$ cat config.mk
export PLATFORM = sky130hd
export DESIGN_NAME = count_frame_packetizer
export DESIGN_NICKNAME = d
export VERILOG_FILES = /design/src/rtl/count_frame_packetizer.sv
export SDC_FILE = /design/constraint.sdc
export NUM_CORES = 1
export LEC_CHECK = 0
export CORE_UTILIZATION = 60
export DETAILED_ROUTE_END_ITERATION = 6
export PLACE_DENSITY = 0.95
export SLEW_MARGIN = 10
export SYNTH_ARGS = -nofsm -noshare
export SYNTH_HDL_FRONTEND = slang
export SYNTH_SLANG_ARGS = --single-unit
$ cat constraint.sdc
create_clock -name clk -period 7.6 [get_ports clk]
set_input_delay 0.76 -clock clk [delete_from_list [all_inputs] [get_ports clk]]
set_output_delay 0.76 -clock clk [all_outputs]
set_load 0.05 [all_outputs]
$ cat src/rtl/count_frame_packetizer.sv
// count_frame_packetizer: latches three 32-bit counts on snap and streams a 15-byte checksummed frame over a start/done byte handshake
module count_frame_packetizer #(
  parameter logic [7:0] SYNC_BYTE  = 8'hA5,
  parameter int         GAP_CYCLES = 0
) (
  input  logic        clk,
  input  logic        rst,
  input  logic        snap,
  input  logic [31:0] count_a,
  input  logic [31:0] count_b,
  input  logic [31:0] count_ab,
  output logic [7:0]  tx_data,
  output logic        tx_start,
  input  logic        tx_done,
  output logic        busy,
  output logic        frame_done,
  output logic [7:0]  drop_cnt
);
  typedef enum logic [2:0] {IDLE, START, WAIT, GAP, FIN} state_t;
  state_t stateQ, stateNext;
  logic [31:0] capA, capB, capAb;
  logic [7:0] capSeq, capSum, seq, snapSum, nextByte;
  logic [3:0] idx, idxNext;
  logic [15:0] gapCnt;
  logic txDoneQ, doneEdge;
  assign doneEdge = tx_done & ~txDoneQ;
  // checksum of bytes 1..13 formed from the live inputs so it can be latched with them
  always_comb
    snapSum = seq + count_a[31:24] + count_a[23:16] + count_a[15:8] + count_a[7:0]
            + count_b[31:24] + count_b[23:16] + count_b[15:8] + count_b[7:0]
            + count_ab[31:24] + count_ab[23:16] + count_ab[15:8] + count_ab[7:0];
  // next-state and byte index; IDLE->START keeps idx 0, whose byte needs no captured data
  always_comb begin
    stateNext = stateQ;
    idxNext = idx;
    case (stateQ)
      IDLE: if (snap) begin
        stateNext = START;
        idxNext = 4'd0;
      end
      START: stateNext = WAIT;
      WAIT: if (doneEdge) begin
        if (idx == 4'd14) stateNext = FIN;
        else begin
          idxNext = idx + 4'd1;
          stateNext = (GAP_CYCLES > 0) ? GAP : START;
        end
      end
      GAP: stateNext = (gapCnt == 16'(GAP_CYCLES - 1)) ? START : GAP;
      FIN: stateNext = IDLE;
      default: stateNext = IDLE;
    endcase
  end
  // frame byte selected by the index the next START will use
  always_comb begin
    nextByte = 8'h00;
    case (idxNext)
      4'd0: nextByte = SYNC_BYTE;
      4'd1: nextByte = capSeq;
      4'd2: nextByte = capA[31:24];
      4'd3: nextByte = capA[23:16];
      4'd4: nextByte = capA[15:8];
      4'd5: nextByte = capA[7:0];
      4'd6: nextByte = capB[31:24];
      4'd7: nextByte = capB[23:16];
      4'd8: nextByte = capB[15:8];
      4'd9: nextByte = capB[7:0];
      4'd10: nextByte = capAb[31:24];
      4'd11: nextByte = capAb[23:16];
      4'd12: nextByte = capAb[15:8];
      4'd13: nextByte = capAb[7:0];
      4'd14: nextByte = capSum;
      default: nextByte = 8'h00;
    endcase
  end
  // state, index, done-edge history and gap timer
  always_ff @(posedge clk or posedge rst)
    if (rst) begin
      stateQ <= IDLE;
      idx <= 4'd0;
      txDoneQ <= 1'b0;
      gapCnt <= 16'd0;
    end else begin
      stateQ <= stateNext;
      idx <= idxNext;
      txDoneQ <= tx_done;
      gapCnt <= (stateQ == GAP) ? gapCnt + 16'd1 : 16'd0;
    end
  // registered outputs follow the state being entered so they line up with it
  always_ff @(posedge clk or posedge rst)
    if (rst) begin
      tx_start <= 1'b0;
      tx_data <= 8'h00;
      busy <= 1'b0;
      frame_done <= 1'b0;
    end else begin
      tx_start <= stateNext == START;
      busy <= stateNext != IDLE;
      frame_done <= stateNext == FIN;
      if (stateNext == START) tx_data <= nextByte;
    end
  // capture on accepted snap, sequence advance on frame end, saturating drop counter
  always_ff @(posedge clk or posedge rst)
    if (rst) begin
      capA <= 32'd0;
      capB <= 32'd0;
      capAb <= 32'd0;
      capSeq <= 8'd0;
      capSum <= 8'd0;
      seq <= 8'd0;
      drop_cnt <= 8'd0;
    end else begin
      if (stateQ == IDLE && snap) begin
        capA <= count_a;
        capB <= count_b;
        capAb <= count_ab;
        capSeq <= seq;
        capSum <= snapSum;
      end
      if (stateQ == FIN) seq <= seq + 8'd1;
      if (stateQ != IDLE && snap && drop_cnt != 8'hFF) drop_cnt <= drop_cnt + 8'd1;
    end
endmodule
==> impl_metrics.toml, run 1 <==
[critical_path]
timing.reg2reg.setup_slack_ns = 3.31
crit_start = "count_a[3]"
worstRegToRegCells = 15
critPathMostFrequentCell = "fa_1"
criticalPathCategory = "in2reg"
critPathSlowestCell = "fa_1"
worst_setup_path_start_kind = "input pin"
worst_setup_path_endpoint = "capSum[7]"
timing.critical_path.cells = "clkdlybuf4s50_1, fa_1, inv_1, fa_1, fa_1, fa_1, fa_1, inv_1, ha_1, a21o_1, a21oi_1, o21bai_1, a21oi_1, xnor2_1, o21ai_0"
worst_setup_path_end_kind = "register"
cp.required_ns = 7.89
worst_r2r_startpoint = "seq[2]"
critical_path_depth = 15
critical_path.max_fanout = 2
slowest_delay_ns = 0.55
worst-endpoint-arrival_ns = 5.44
cpLargestDelayFamily = "adder cells"
reg2reg_to = "capSum[7]"
worstPathBufferInverterCount = 3

[synthesis]
synth_fp_nets = 1227
sequential_fraction_of_the_synthesis_area_pct = 41.75
netlist-cell-type-count = 69
synth_enable_flop_cells = 0
count_of_state_elements_after_synthesis = 163
syn_avg_cell_area_um2 = 9.377
syn-instance-count = 1042
yosys_most_used_dff = "dfrtp_1"
yosys_warnings = 0
netlist_area_um2 = 9771
postSynth.asyncResetShare_pct = 100.0

[floorplan]
die_h_um = 129.6
fp.coreArea_um2 = 15890
starting_utilization_of_the_core_area_pct = 61.51
core.rowCount = 46
full_die_area_um2 = 16800
die_w_um = 129.6
top_level_ports = 119

[timing]
setup-violations-final = 0
holdWs_ns = 0.4682
totalNegativeSetupSlack_ns = 0
finalCriticalPeriod_ns = 5.148
worst_pin_slew_ns = 0.9839
maxClockFrequency_mhz = 194.3
setup_slack_ns = 2.452
drv_slew = 0
max-slew-margin-rel_pct = 34.40
grt_setup_unrepaired = "no"
timing_hold_violations_final = 0
finClkSkew_ns = 0.009172
finalCritPeriodShare_pct = 67.73

[cells_and_area]
layout_commonest_cell = "nand2_1"
share_of_cells_above_drive_strength_1_pct = 5.048
multi_input_comb_area_um2 = 5035
fillCellCount = 1057
layout_stage_area_growth_over_the_synthesis_result_pct = 18.99
antenna-diode-count = 0
area.sequential_um2 = 4079
layout_common_cells = "nand2_1, dfrtp_1, clkdlybuf4s50_1"
final_util_pct = 73.19
nets_final = 1321
post-route-cell-area_um2 = 11630
layout.cells.non_filler = 1365

[cts]
clock_tree.htree_level_count = 4
cts_tree = "done"
clock-root-buffer = "clkbuf_16"
cts-buffers-inserted = 17
ctsLongestPathBuffers = 2
worst_setup_hold_path_clk_slew_ns = 0.07
cts_post_setup_buffers_inserted = 0
worst_skew_pair.late_latency_ns = 0.45
clock-sinks = 163
cts-resized-gates = 0
cts-hold-fix-buffers = 0

[route]
detail_route.iter0.violations = 966
routed_wl_per_cell_um = 19.75
routed_via_density = 6.051
detail-route-antenna-nets = 0
wirelength_um = 26960
firstDrtPassIters = 5
dr_total_vias = 8260
drc = 0

[placed_design]
place.gp.congestion = 0.8803
post-place-ws_ns = 2.040
buffer_ports.inserted = 118
post-place-cells = 1333
dpl.hpwl_um = 18540
dpl_cell_area_um2 = 11040

[power]
post-layout-total-power_mw = 4.582
peakVddDrop_mv = 0.2660
pwr_density_cell_nw_per_um2 = 394.1
power.static_leakage_nw = 5.593

[grt]
largest_net_degree_at_the_start_of_global_routing = 104
number_of_global_route_vias_before_repair = 8475
grt_first_pass_wirelength_um = 43260
initial_antenna_violation_count = 0
grt_use_total_pct = 34.77
globalRouteOverflowTotal = 0

[run]
max_cap_violations = 0

[min_path]
holdCritPathClass = "reg2reg"

[run_status]
run_status = "finished, final reports clean"
==> routing by layer <==
metal / routed length [µm] / global-route usage [%]
met5: 0 / 0
met4: 1367 / 18.67
met3: 2537 / 9.538
met1: 9886 / 42.54
met2: 13170 / 56.43
==> power by group <==
group	leakage (nW)	internal, mW	switching [mW]	total (mW)
Clock	0.278	0.470	0.394	0.864
Combinational	3.22	0.882	1.43	2.31
Sequential	2.10	1.17	0.234	1.41
==> sequential cells by signal (all words and copies together), names as in the netlist <==
| signal | cells |
|---|---|
| capA | 32 |
| capAb | 32 |
| capB | 32 |
| gapCnt | 16 |
| capSeq | 8 |
| capSum | 8 |
| drop_cnt | 8 |
| seq | 8 |
| tx_data | 8 |
| idx | 4 |
| stateQ | 3 |
| busy | 1 |
| frame_done | 1 |
| txDoneQ | 1 |
| tx_start | 1 |
==> worst reg2reg max path: cells and delay by family, from the launching register on <==
family	cells	cell delay, ns
compound gates	5	0.93
fa+ha+maj	5	2.31
xor+xnor	1	0.17
buf+inv	4	0.31
flops	1	0.42
==> cells by family after synthesis <==
logic type / after synthesis / synth area share, %
and+or+nand+nor: 406 / 17.80
buffers and inverters: 164 / 6.825
DFF: 163 / 41.75
AOI/OAI and AO/OA: 139 / 9.425
adders and majority gates: 85 / 16.19
xor gates and xnor gates: 56 / 5.020
muxes: 29 / 2.997
==> area by class of cell <==
| cell class | instances | share of cell area (%) |
|---|---|---|
| inverters | 117 | 3.842 |
| flip-flops and latches | 163 | 35.08 |
| well taps | 216 | 2.325 |
| multi-input cells | 715 | 43.31 |
| clock inverters | 14 | 1.248 |
| clock buffers | 18 | 3.777 |
| repair buffers | 122 | 10.42 |
==> cell usage after synthesis, drive strengths merged, types with 2 or more instances <==
master / number / area share (%)
o22ai: 11 / 0.70
a22oi: 3 / 0.23
inv: 117 / 4.5
nand2b: 2 / 0.13
nor4b: 4 / 0.42
nor3b: 2 / 0.15
or4: 2 / 0.19
a32oi: 3 / 0.27
nand2: 295 / 11
ha: 16 / 2.0
fa: 69 / 14
or4b: 2 / 0.24
a31oi: 6 / 0.38
a22o: 2 / 0.18
o2bb2ai: 2 / 0.18
o32ai: 4 / 0.36
xor2: 15 / 1.3
nor2: 37 / 1.5
a21oi: 14 / 0.72
buf: 14 / 1.0
and4: 2 / 0.18
or3: 5 / 0.32
xnor2: 41 / 3.7
or2: 2 / 0.13
o211ai: 5 / 0.49
nor4: 4 / 0.26
a2111oi: 3 / 0.28
a32o: 7 / 0.72
nor3: 7 / 0.36
o21ai: 58 / 3.0
o221ai: 2 / 0.18
a222oi: 2 / 0.20
mux2i: 27 / 2.8
dfrtp: 163 / 42
a21boi: 2 / 0.15
clkbuf: 33 / 1.3
and3: 8 / 0.51
nand4: 10 / 0.64
o2111ai: 2 / 0.18
mux2: 2 / 0.23
nand3: 21 / 1.2
a211oi: 5 / 0.38
==> how the worst min path moves through the flow <==
stage,startpoint,end,depth (start not counted),slack (ns)
floorplan,capSeq[1],capSeq[1],2,0.43
global route,capAb[15],capAb[15],2,0.49
global placement,capSeq[1],capSeq[1],2,0.44
finish,capSeq[1],capSeq[1],2,0.47
detailed placement,capA[16],capA[16],2,0.45
CTS,capSeq[1],capSeq[1],2,0.47
Power figures use the tool's default switching activity.
==> inputs of run 2 (changes only) <==
CORE_UTILIZATION = 51   (was 60)
PLACE_DENSITY = 0.87   (was 0.95)
clock period = 4.5 ns   (was 7.6 ns; I/O delays follow)
==> impl_metrics.toml, run 2 (same netlist as run 1, synthesis figures left out) <==
[timing]
holdWs_ns = 0.2849
totalNegativeSetupSlack_ns = 0
finalCriticalPeriod_ns = 4.470
finalCritPeriodShare_pct = 99.34
setup-violations-final = 0
finClkSkew_ns = 0.009829
setup_slack_ns = 0.02952
maxClockFrequency_mhz = 223.7
drv_slew = 0
worst_pin_slew_ns = 0.8516
timing_hold_violations_final = 0
max-slew-margin-rel_pct = 43.23

[route]
detail-route-antenna-nets = 0
routed_via_density = 5.779
wirelength_um = 27700
drc = 0
detail_route.iter0.violations = 1182
firstDrtPassIters = 6
routed_wl_per_cell_um = 19.16
dr_total_vias = 8356

[placed_design]
dpl.hpwl_um = 19300
post-place-ws_ns = -0.6739
dpl_cell_area_um2 = 11520
buffer_ports.inserted = 118
place.gp.congestion = 0.9241

[cts]
clock_tree.htree_level_count = 4
clock-sinks = 163
cts_tree = "done"
worst_skew_pair.late_latency_ns = 0.44
cts-buffers-inserted = 17
ctsLongestPathBuffers = 2
clock-root-buffer = "clkbuf_16"
cts-hold-fix-buffers = 0
worst_setup_hold_path_clk_slew_ns = 0.07

[floorplan]
die_h_um = 140.4
top_level_ports = 119
core.rowCount = 50
fp.coreArea_um2 = 18770
die_w_um = 140.4
starting_utilization_of_the_core_area_pct = 52.06
full_die_area_um2 = 19720

[cells_and_area]
layout_common_cells = "nand2_1, dfrtp_1, clkdlybuf4s50_1"
nets_final = 1384
fillCellCount = 1364
antenna-diode-count = 0
post-route-cell-area_um2 = 12350
layout_commonest_cell = "nand2_1"
layout_stage_area_growth_over_the_synthesis_result_pct = 26.43
share_of_cells_above_drive_strength_1_pct = 14.19
reg.largest.list = "capA: 32 flops, capAb: 32 flops, capB: 32 flops"

[grt]
largest_net_degree_at_the_start_of_global_routing = 100
grt_use_total_pct = 29.47
grt_first_pass_wirelength_um = 44220
number_of_global_route_vias_before_repair = 8613
initial_antenna_violation_count = 0
globalRouteOverflowTotal = 0

[critical_path]
timing.critical_path.cells = "clkdlybuf4s50_1, inv_1, fa_1, fa_2, inv_1, fa_1, fa_1, inv_1, fa_1, inv_1, ha_1, inv_2, nor2_1, nor2_1, xor2_1, o21ai_1"
worst_setup_path_start_kind = "input pin"
worst_r2r_startpoint = "seq[2]"
critical_path.max_fanout = 3
timing.reg2reg.setup_slack_ns = 0.36
crit_start = "count_a[21]"
slowest_delay_ns = 0.57
cp.required_ns = 4.79
cpLargestDelayFamily = "adder cells"
worst-endpoint-arrival_ns = 4.76
worst_setup_path_end_kind = "register"
criticalPathCategory = "in2reg"
critPathSlowestCell = "fa_2"
worstPathBufferInverterCount = 6

[run]
max_cap_violations = 0

[power]
netSwitchingFraction_pct = 42.41
power.static_leakage_nw = 6.111
switchingPower_mw = 3.775
fraction_of_power_consumed_by_the_clock_network_pct = 17.9
post-layout-total-power_mw = 8.899
p_seq_share_pct = 26.5
internal-power_mw = 5.125
share_comb_of_total_power_pct = 55.6
pwr_density_cell_nw_per_um2 = 720.4
peakVddDrop_mv = 0.4777

[min_path]
worstHoldStart = "count_b[26]"
holdCritPathClass = "in2reg"

[run_status]
run_status = "finished, final reports clean"
## run 2: changes by cell type in the layout (fill, tap and decap cells not counted), sizes merged
| cell | change |
|---|---|
| buf | +63 |
| bufinv | +3 |
| clkbuf | +3 |
| clkdlybuf4s50 | -28 |
| clkinv | -1 |
| clkinvlp | +2 |
| dlygate4sd2 | +6 |
| dlymetal6s2s | +22 |
| inv | -7 |
## run 2: path summary, 6_finish.rpt
kind | depth (start not counted) | end
setup / recovery | 16 | capSum[6]
hold / removal | 3 | capB[26]
setup reg to reg | 15 | capSum[6]
hold reg to reg | 2 | capSeq[1]
max in group asynchronous | 3 | capA[18]
min in group asynchronous | 2 | capAb[17]
## run 2: repair_timing
item	in CTS	in global routing
pin swaps	31	47
endpoints found under the setup margin	3	4
gates resized for setup	26	59
setup buffers	4	0
## run 2: cell type report
| class | count | area (µm²) | area share [%] |
|---|---|---|---|
| Multi-Input combinational cell | 715 | 5146 | 41.66 |
| Clock buffer | 21 | 470.5 | 3.808 |
| Inverter | 117 | 445.4 | 3.606 |
| Timing Repair Buffer | 185 | 1744 | 14.12 |
| Tap cell | 234 | 292.8 | 2.370 |
| Sequential cell | 163 | 4079 | 33.02 |
| Clock inverter | 11 | 175.2 | 1.418 |
## run 2: power by group through the flow
stage	clock network, mW	logic (mW)	registers (mW)
2_1_floorplan	0	2.54	2.40
3_3_place_gp	0	3.89	2.34
3_5_place_dp	0	4.10	2.36
4_1_cts	1.59	4.45	2.35
5_1_grt	1.65	5.30	2.41
6_report	1.59	4.95	2.36
## run 2: metal layers
layer / vias up / GRT usage (%) / wire, µm
met5: - / 0 / 0
met4: 0 / 16.48 / 1385
met3: 120 / 7.043 / 2459
met2: 516 / 47.58 / 13370
met1: 4034 / 36.58 / 10480
li1: 3686 / - / -
## run 2: stage by stage
step           std cells  util (%)
6_report            1446     65.82
5_1_grt             1446     65.82
4_1_cts             1446     65.15
3_5_place_dp        1410     61.37
3_3_place_gp        1410     61.37
2_1_floorplan       1042         -
## run 2: worst reg2reg max path: cells and delay by family, from the launching register on
| family | cells | cell delay, ns |
|---|---|---|
| fa+ha+maj | 6 | 2.64 |
| flops | 1 | 0.40 |
| buf+inv | 4 | 0.28 |
| compound gates | 2 | 0.23 |
| simple gates | 2 | 0.23 |
| xor+xnor | 1 | 0.20 |
